===== src/rtl/slot_alloc_pkg.sv =====
// Shared constants and FSM encoding for the slot allocator.
// Revision: 1.0
`default_nettype none

package slot_pkg;
  localparam int SLOT_NUM        = 4;
  localparam int SLOT_ADDR_WIDTH = 2;

  typedef enum logic [0:0] {
    IDLE  = 1'b0,
    GRANT = 1'b1
  } state_e;
endpackage

`default_nettype wire


===== src/rtl/slot_alloc_if.sv =====
// Request/grant, release and slot_status signals of the slot allocator.
// Revision: 1.0
`default_nettype none

interface slot_alloc_if;
  import slot_pkg::*;

  logic                       i_alloc_req;
  logic                       o_alloc_ready;
  logic                       o_grant_valid;
  logic [SLOT_ADDR_WIDTH-1:0] o_grant_slot;
  logic                       i_grant_ready;
  logic                       i_free_req;
  logic [SLOT_ADDR_WIDTH-1:0] i_free_addr;
  logic [SLOT_NUM-1:0]        i_slot_status;
  logic                       o_set_req;
  logic [SLOT_ADDR_WIDTH-1:0] o_set_addr;
  logic                       o_reset_req;
  logic [SLOT_ADDR_WIDTH-1:0] o_reset_addr;
  logic [SLOT_ADDR_WIDTH:0]   o_free_cnt;
  logic                       o_full;
  logic                       o_err_dbl_free;

  modport master (
    output i_alloc_req, i_grant_ready, i_free_req, i_free_addr, i_slot_status,
    input  o_alloc_ready, o_grant_valid, o_grant_slot, o_set_req, o_set_addr,
           o_reset_req, o_reset_addr, o_free_cnt, o_full, o_err_dbl_free
  );

  modport slave (
    input  i_alloc_req, i_grant_ready, i_free_req, i_free_addr, i_slot_status,
    output o_alloc_ready, o_grant_valid, o_grant_slot, o_set_req, o_set_addr,
           o_reset_req, o_reset_addr, o_free_cnt, o_full, o_err_dbl_free
  );
endinterface

`default_nettype wire


===== src/rtl/slot_alloc_rr_pick.sv =====
// Combinational round-robin first-free slot picker, scanning upward from rr_ptr.
// Revision: 1.0
`default_nettype none

module slot_rr_pick
  import slot_pkg::*;
(
  input  logic [SLOT_NUM-1:0]        busy_i,
  input  logic [SLOT_ADDR_WIDTH-1:0] rr_ptr_i,
  output logic [SLOT_ADDR_WIDTH-1:0] pick_o,
  output logic                       found_o
);

  logic [SLOT_ADDR_WIDTH-1:0] idx;

  // SLOT_NUM is a power of two, so the index wraps naturally.
  always_comb begin
    pick_o  = '0;
    found_o = 1'b0;
    idx     = '0;
    for (int k = 0; k < SLOT_NUM; k++) begin
      idx = rr_ptr_i + SLOT_ADDR_WIDTH'(k);
      if (!found_o && !busy_i[idx]) begin
        found_o = 1'b1;
        pick_o  = idx;
      end
    end
  end

endmodule

`default_nettype wire


===== src/rtl/slot_alloc.sv =====
// Slot allocator: round-robin grant of free slots and set/reset pulses to slot_status.
// Revision: 1.0
`default_nettype none

module slot_alloc
  import slot_pkg::*;
(
  input  logic         clk,
  input  logic         rst_n,
  slot_alloc_if.slave  bus
);

  state_e                     state_q, state_d;
  logic [SLOT_ADDR_WIDTH-1:0] rr_ptr_q, grant_slot_q, set_addr_q, reset_addr_q;
  logic                       set_req_q, reset_req_q, err_q;
  logic [SLOT_ADDR_WIDTH-1:0] pick;
  logic                       found, ready, accept, grant_valid;
  logic                       rel_ok, rel_bad;
  logic [SLOT_NUM-1:0]        eff_busy;
  logic [SLOT_ADDR_WIDTH:0]   free_cnt;

  // A set issued last cycle is not yet visible in slot_status.
  always_comb begin
    eff_busy = bus.i_slot_status;
    if (set_req_q) eff_busy[set_addr_q] = 1'b1;
  end

  always_comb begin
    free_cnt = '0;
    for (int i = 0; i < SLOT_NUM; i++)
      free_cnt = free_cnt + (SLOT_ADDR_WIDTH+1)'(!eff_busy[i]);
  end

  assign ready   = (free_cnt != '0) && (state_q == IDLE || bus.i_grant_ready);
  assign accept  = bus.i_alloc_req && ready && found;
  assign rel_ok  = bus.i_free_req &&  bus.i_slot_status[bus.i_free_addr];
  assign rel_bad = bus.i_free_req && !bus.i_slot_status[bus.i_free_addr];

  slot_rr_pick u_pick (
    .busy_i   (eff_busy),
    .rr_ptr_i (rr_ptr_q),
    .pick_o   (pick),
    .found_o  (found)
  );

  always_ff @(posedge clk or negedge rst_n) begin
    if (!rst_n) state_q <= IDLE;
    else        state_q <= state_d;
  end

  always_comb begin
    state_d = state_q;
    case (state_q)
      IDLE:    if (accept) state_d = GRANT;
      GRANT:   if (bus.i_grant_ready && !accept) state_d = IDLE;
      default: state_d = IDLE;
    endcase
  end

  always_comb begin
    grant_valid = (state_q == GRANT);
  end

  always_ff @(posedge clk or negedge rst_n) begin
    if (!rst_n) begin
      rr_ptr_q     <= '0;
      grant_slot_q <= '0;
      set_req_q    <= 1'b0;
      set_addr_q   <= '0;
      reset_req_q  <= 1'b0;
      reset_addr_q <= '0;
      err_q        <= 1'b0;
    end else begin
      set_req_q   <= accept;
      reset_req_q <= rel_ok;
      if (accept) begin
        grant_slot_q <= pick;
        set_addr_q   <= pick;
        rr_ptr_q     <= pick + SLOT_ADDR_WIDTH'(1);
      end
      if (rel_ok)  reset_addr_q <= bus.i_free_addr;
      if (rel_bad) err_q        <= 1'b1;
    end
  end

  assign bus.o_alloc_ready  = ready;
  assign bus.o_grant_valid  = grant_valid;
  assign bus.o_grant_slot   = grant_slot_q;
  assign bus.o_set_req      = set_req_q;
  assign bus.o_set_addr     = set_addr_q;
  assign bus.o_reset_req    = reset_req_q;
  assign bus.o_reset_addr   = reset_addr_q;
  assign bus.o_free_cnt     = free_cnt;
  assign bus.o_full         = (free_cnt == '0);
  assign bus.o_err_dbl_free = err_q;

endmodule

`default_nettype wire

===== src/flat_wrapper.sv =====
// flat-port wrapper written by rule: the top's interface ports become plain ports
module slot_alloc_flat import slot_pkg::*;
  (clk, rst_n, bus_i_alloc_req, bus_i_grant_ready, bus_i_free_req, bus_i_free_addr, bus_i_slot_status, bus_o_alloc_ready, bus_o_grant_valid, bus_o_grant_slot, bus_o_set_req, bus_o_set_addr, bus_o_reset_req, bus_o_reset_addr, bus_o_free_cnt, bus_o_full, bus_o_err_dbl_free);
  slot_alloc_if bus_i ();
  input  logic clk;
  input  logic rst_n;
  input wire logic [$bits(bus_i.i_alloc_req)-1:0] bus_i_alloc_req;
  input wire logic [$bits(bus_i.i_grant_ready)-1:0] bus_i_grant_ready;
  input wire logic [$bits(bus_i.i_free_req)-1:0] bus_i_free_req;
  input wire logic [$bits(bus_i.i_free_addr)-1:0] bus_i_free_addr;
  input wire logic [$bits(bus_i.i_slot_status)-1:0] bus_i_slot_status;
  output wire logic [$bits(bus_i.o_alloc_ready)-1:0] bus_o_alloc_ready;
  output wire logic [$bits(bus_i.o_grant_valid)-1:0] bus_o_grant_valid;
  output wire logic [$bits(bus_i.o_grant_slot)-1:0] bus_o_grant_slot;
  output wire logic [$bits(bus_i.o_set_req)-1:0] bus_o_set_req;
  output wire logic [$bits(bus_i.o_set_addr)-1:0] bus_o_set_addr;
  output wire logic [$bits(bus_i.o_reset_req)-1:0] bus_o_reset_req;
  output wire logic [$bits(bus_i.o_reset_addr)-1:0] bus_o_reset_addr;
  output wire logic [$bits(bus_i.o_free_cnt)-1:0] bus_o_free_cnt;
  output wire logic [$bits(bus_i.o_full)-1:0] bus_o_full;
  output wire logic [$bits(bus_i.o_err_dbl_free)-1:0] bus_o_err_dbl_free;
  assign bus_i.i_alloc_req = bus_i_alloc_req;
  assign bus_i.i_grant_ready = bus_i_grant_ready;
  assign bus_i.i_free_req = bus_i_free_req;
  assign bus_i.i_free_addr = bus_i_free_addr;
  assign bus_i.i_slot_status = bus_i_slot_status;
  assign bus_o_alloc_ready = bus_i.o_alloc_ready;
  assign bus_o_grant_valid = bus_i.o_grant_valid;
  assign bus_o_grant_slot = bus_i.o_grant_slot;
  assign bus_o_set_req = bus_i.o_set_req;
  assign bus_o_set_addr = bus_i.o_set_addr;
  assign bus_o_reset_req = bus_i.o_reset_req;
  assign bus_o_reset_addr = bus_i.o_reset_addr;
  assign bus_o_free_cnt = bus_i.o_free_cnt;
  assign bus_o_full = bus_i.o_full;
  assign bus_o_err_dbl_free = bus_i.o_err_dbl_free;
  slot_alloc u_core (.clk(clk), .rst_n(rst_n), .bus(bus_i));
endmodule

===== config.mk =====
export PLATFORM = sky130hd
export DESIGN_NAME = slot_alloc_flat
export DESIGN_NICKNAME = d
export VERILOG_FILES = /design/src/rtl/slot_alloc_pkg.sv /design/src/rtl/slot_alloc_if.sv /design/src/rtl/slot_alloc_rr_pick.sv /design/src/rtl/slot_alloc.sv /design/src/flat_wrapper.sv
export SDC_FILE = /design/constraint.sdc
export NUM_CORES = 1
export LEC_CHECK = 0
export CAP_MARGIN = 40
export CORE_MARGIN = 5
export CORE_UTILIZATION = 47
export DETAILED_ROUTE_END_ITERATION = 7
export GPL_TIMING_DRIVEN = 0
export HOLD_SLACK_MARGIN = 0.15
export PLACE_DENSITY = 0.81
export SYNTH_ARGS = -nofsm -noshare
export SYNTH_HDL_FRONTEND = slang
export SYNTH_SLANG_ARGS = --single-unit

===== constraint.sdc =====
create_clock -name clk -period 4.15 [get_ports clk]
set_input_delay 0.6225 -clock clk [delete_from_list [all_inputs] [get_ports clk]]
set_output_delay 0.6225 -clock clk [all_outputs]
set_load 0.02 [all_outputs]

After elaboration in Yosys (flattened, before gate mapping). Index checks and enable logic that the tools add are counted.

Bits of input ports: 11. Output and inout bits: 15. Register bits after elaboration: 10. Word-level logic and storage cells: 71.

Multiplexer cells: 24. $lt $le $gt $ge: 7. Bitwise gates (word level): 2. Reduce and logical (&&, ||, !) cells: 24. Add/sub/neg operators: 7.

Operators by type and width (count): 2-bit by 3-bit less-than comparator with 1-bit output (second input constant) (6); 1-bit two-way mux (12); 1-bit logical NOT (11); 1-bit binary-select mux with 2-bit select (5); 1-bit logical AND (10); 2-bit two-way mux (4); 3-bit by 1-bit adder with 3-bit output (2); 2-bit by 1-bit adder with 2-bit output (second input constant) (2); 2-bit adder (second input constant) (2); 4-bit two-way mux (1); 4-bit OR (1); 3-bit logical NOT (1); 3-bit nonzero test (1); 1-bit by 1-bit adder with 2-bit output (1); 1-bit demux with 2-bit select (1); 2-bit by 1-bit >= comparator with 1-bit output (second input constant) (1); 1-bit case mux with 2 select lines (1); 1-bit logical OR (1); 1-bit inverter (1).

Depth between registers and ports, before layout.
Word-level depth: 22. Mapped depth: 13. Depth with buffers taken out: 12.

Cells and area by module. A second synthesis with hierarchy kept.

Cells, all modules: 61. Area total of the unflattened synthesis: 689.4 um2.

By module, submodules not included: slot_alloc (cells each 51, area an instance 599.3 um2, times used 1); slot_rr_pick (cells each 10, area an instance 90.1 um2, times used 1).

Least setup slack after synthesis. OpenSTA, ideal clock, no wires.

Path type: register -> register. Start: register u_core.bus.o_grant_slot[0] (netlist name). End: register u_core.rr_ptr_q[1]. Clock period less this slack: 3.674 ns. Slack: 0.476 ns. Stages on the path, launching flop included: 14. Path buffers: 1. Data arrival time: 3.550 ns. Path through: dfrtp_1 -> buf_6 -> nor3b_1 -> nor2_1 -> ha_1 -> inv_1 -> fa_1 -> inv_1 -> ha_1 -> nor3_1 -> a21oi_1 -> o211ai_4 -> and3b_1 -> a211o_1.

RTL lines: to (signal assigned) (RTL line slot_alloc.sv:79) `rr_ptr_q <= pick + SLOT_ADDR_WIDTH'(1);`; to (decl) (RTL line slot_alloc.sv:14) `logic [SLOT_ADDR_WIDTH-1:0] rr_ptr_q, grant_slot_q, set_addr_q, reset_addr_q;`.

Final worst setup path.
Start: input bus_i_slot_status[1]. End: output bus_o_alloc_ready.

Word-level cells in the longest chain between the ends: 8.

Ends and longest elaborated chain: from (decl) (RTL line flat_wrapper.sv:11) `input wire logic [$bits(bus_i.i_slot_status)-1:0] bus_i_slot_status;`; 4-bit OR (no source line); 4-bit two-way mux * (RTL line slot_alloc.sv:25) `if (set_req_q) eff_busy[set_addr_q] = 1'b1;`; 1-bit logical NOT * (RTL line slot_alloc.sv:31) `free_cnt = free_cnt + (SLOT_ADDR_WIDTH+1)'(!eff_busy[i]);`; 1-bit by 1-bit adder with 2-bit output * (RTL line slot_alloc.sv:31); 3-bit by 1-bit adder with 3-bit output * (2 in series) (RTL line slot_alloc.sv:31); 3-bit nonzero test * (RTL line slot_alloc.sv:34) `assign ready = (free_cnt != '0) && (state_q == IDLE || bus.i_grant_ready);`; 1-bit logical AND * (RTL line slot_alloc.sv:34); to (decl) (RTL line flat_wrapper.sv:12) `output wire logic [$bits(bus_i.o_alloc_ready)-1:0] bus_o_alloc_ready;`.

Mark *: on every way between the ends. The rest lies on a longest branch, timed or not.

==> metrics.md <==
| Metric | Value |
|---|---|
| Cells along the critical path | `clkdlybuf4s50_1, a21oi_1, ha_1, inv_1, fa_1, inv_1, ha_1, nor3_1, a21oi_1, clkdlybuf4s50_1` |
| Total power | `between 700 and 800 uW` |
| DRC Markers | `0` |
| Crit-path max cell delay | `560 ps` |
| Row cnt | `14` |
| Clock Latency Late Sink | `approximately 260 ps` |
| Routability congestion estimate from global placement | `around 0.75` |
| Skew final | `around 2.2 ps` |
| Final Hold Fails | `0` |
| Root Driver | `clkbuf_4` |
| CTS Buf Count | `3` |
| Routed WL | `around 1.7 mm` |
| Mean Syn Cell Area | `9.407 um^2` |
| Distinct cells, synth | `34` |
| Outcome | `complete, no violations` |
| CP Class | `input port to output port` |
| Sequential area share after synthesis | `0.3284` |
| Setup TNS | `0 ps` |
| Grt total ovfl | `0` |
| Synth Area in Compound Gates | `0.2184` |
| Fin crit share | `0.9541` |
| Synth Register Bits | `10` |
| CP Max Fanout | `5` |
| DR iter-0 viols | `13` |
| Post-CTS Hold Fix Bufs | `0` |
| MaxCap Viol Count | `0` |
| Clock-pin transition on the worst setup and hold timing paths | `60 ps` |
| Worst Min Path Start | `u_core.bus.o_err_dbl_free$_DFFE_PN0P_` |
| Pwr/cell area | `between 600 and 700 nW/um^2` |
| Sequential Power Share | `0.223` |
| Synth area leader | `dfrtp_1` |
| Slew headroom | `0.7132` |
| Area delta synth->final | `40.23%` |
| Warnings, synthesis | `0` |
| Worst slew pin tran | `428.8 ps` |
| Final net count | `approximately 130` |
| CP startpoint | `bus_i_slot_status[1]` |
| Commonest cells post-synth | `10 x dfrtp_1, 10 x nand2_1, 9 x inv_1, 6 x nor2_1` |
| Die Height | `50.27 um` |
| Design area | `about 1100 um^2` |
| Sw frac | `0.4189` |
| Final setup violation count | `0` |
| Ys async rst share | `1.000` |
| Top-area cell type share of the netlist area | `0.3284` |
| Setup Fix Bufs, Post-CTS | `0` |
| Synth area leaders | `dfrtp_1 33%, nand2_1 4.9%, inv_1 4.4%, xnor2_4 3.6%, ha_1 3.3%` |
| Reg2Reg Depth | `13` |
| Fin util | `0.7011` |
| Tmin final | `3959 ps` |
| Post-Syn Area | `762.0 um^2` |
| Die Wd | `approximately 50 um` |
| DR WL/cell | `about 13 um` |
| ANT cells | `0` |
| Cells after synthesis | `81` |
| Post-Synth Adder-Cell Area | `0.05911` |
| Number of global-route vias before repair | `about 680` |
| Post-synth top flop | `dfrtp_1` |
| Final Slew Violations | `0` |
| Startpoint Class | `input port` |
| Synth Area in XOR/XNOR | `0.03612` |
| Proportion of layout cells with a drive suffix above 1 | `0.1727` |
| Hold Path Stages | `1` |
| Required time of the critical path | `3530 ps` |
| Cell Int Power | `~420 uW` |
| Combinational power share | `0.656` |
| IR Drop Worst-Case VDD | `about 470 uV` |
| Reg2reg start | `u_core.bus.o_grant_slot[0]$_DFFE_PN0P_` |
| CTS H-tree depth | `1` |
| Mux contribution to synthesized area | `0.07882` |
| Largest family of logic cells by synthesized area | `compound AO/OA/AOI/OAI gates` |
| Drt first pass iters | `4` |
| Leakage | `0.0005083 uW` |
| DP HPWL | `between 1 and 1.5 mm` |
| Antenna violations before repair | `0` |
| Clock group share of total power | `0.120` |
| CTS tree | `done` |
| Fmax | `252.6 MHz` |
| Worst path slowest cell | `clkdlybuf4s50_1` |
| DIE AREA | `between 2000 and 3000 um^2` |
| Mapped Nets | `between 90 and 100` |
| Largest net degree at the start of global routing | `11` |
| Min-Delay Path Class | `flop to flop` |
| DP Area | `about 1000 um^2` |
| Global-route wire length before repair | `2.987 mm` |
| ANT nets after route | `0` |
| DR vias/cell | `between 5 and 6` |
| Post-synth EDFFs | `0` |
| Crit. End Element | `output port` |
| IO Pins | `26` |
| Crit path DAT | `3340 ps` |
| Total number of vias | `slightly below 700` |
| Tot GR Track Use | `0.1484` |
| Number of port buffers | `25` |
| Simple-gate share of the synthesized area | `0.1856` |
| Resized Gates After CTS | `0` |
| Number of clock sinks | `10` |
| RSZ-0062 raised after global routing | `no` |
| Total core area | `1524 um^2` |
| Switch Pwr | `300.8 uW` |
| Initial core utilization | `0.5000` |
| Longest Clk Path Bufs | `2` |
[cells by family after synthesis]
group / after synthesis
compound gates: 21
buf+inv: 13
mux: 4
simple gates: 29
fa+ha+maj: 3
xor+xnor: 1
flops: 10
[per-stage QoR]
stage | hold slack [ps] | instances | setup WS (ps)
after floorplan | 326.9 | 81 | 475.7
after global placement | 458.8 | 122 | 205.7
after detailed placement | 461.8 | 122 | 233.8
after CTS | 480.1 | 126 | 213.4
after global routing | 515.8 | 126 | 35.02
final | 469.7 | 126 | 190.5
[placed cells by master (no fill, tap or decap), drive strengths merged, types with 2 or more instances in the layout]
| cell type | count |
|---|---|
| a21o | 2 |
| o21a | 2 |
| nor3 | 4 |
| dfrtp | 10 |
| clkbuf | 4 |
| nor2 | 6 |
| ha | 2 |
| o21ai | 2 |
| o21bai | 2 |
| a21oi | 4 |
| clkdlybuf4s50 | 25 |
| nand2 | 11 |
| nor2b | 2 |
| o211ai | 2 |
| and3b | 2 |
| mux2 | 3 |
| buf | 4 |
| inv | 9 |
| a31o | 2 |
[metal layers]
layer  share of wire  global-route usage  vias up
met2            0.48              0.2322       27
met5               0                   0        -
li1                -                   -      335
met3           0.088             0.05325        2
met4          0.0072             0.05240        0
met1            0.42              0.1872      330
[cell type report]
cell class                      count  area (um^2)
Clock buffer                        4        36.28
Inverter                            9        33.78
Buffer                              4        37.54
Tap cell                           16        20.02
Multi-Input combinational cell     58        440.4
Fill cell                         111        455.4
Sequential cell                    10        250.2
Timing Repair Buffer               25        250.2
[power by group through the flow]
stage | sequential, uW | clock [uW] | combinational, uW
2_1_floorplan | 182 | 0 | 295
3_3_place_gp | 161 | 0 | 465
3_5_place_dp | 162 | 0 | 473
4_1_cts | 160 | 88.3 | 475
5_1_grt | 169 | 94.4 | 510
6_report | 160 | 86.4 | 471
[sequential cells by signal, summed over array words and instances, names as in the netlist]
signal,cells
u_core.bus.o_err_dbl_free,1
u_core.rr_ptr_q,2
u_core.bus.o_reset_addr,2
u_core.bus.o_grant_valid,1
u_core.bus.o_reset_req,1
u_core.bus.o_set_req,1
u_core.bus.o_grant_slot,2
[final timing paths]
kind / end / slack, ps
max in group asynchronous: u_core.bus.o_reset_req$_DFF_PN0_ / 3190
min: u_core.bus.o_err_dbl_free$_DFFE_PN0P_ / 470
min reg2reg: u_core.bus.o_err_dbl_free$_DFFE_PN0P_ / 470
min in group asynchronous: u_core.bus.o_grant_slot[1]$_DFFE_PN0P_ / 660
max: bus_o_alloc_ready / 190
max reg2reg: u_core.rr_ptr_q[1]$_DFFE_PN0P_ / 1020
[worst max-delay path: cells and delay by family]
family | cells | cell delay, ps
AOI/OAI and AO/OA | 2 | 500
buffers and inverters | 4 | 1160
adders and majority gates | 3 | 820
and+or+nand+nor | 1 | 240
No activity file was read; power rests on OpenSTA's default activity.
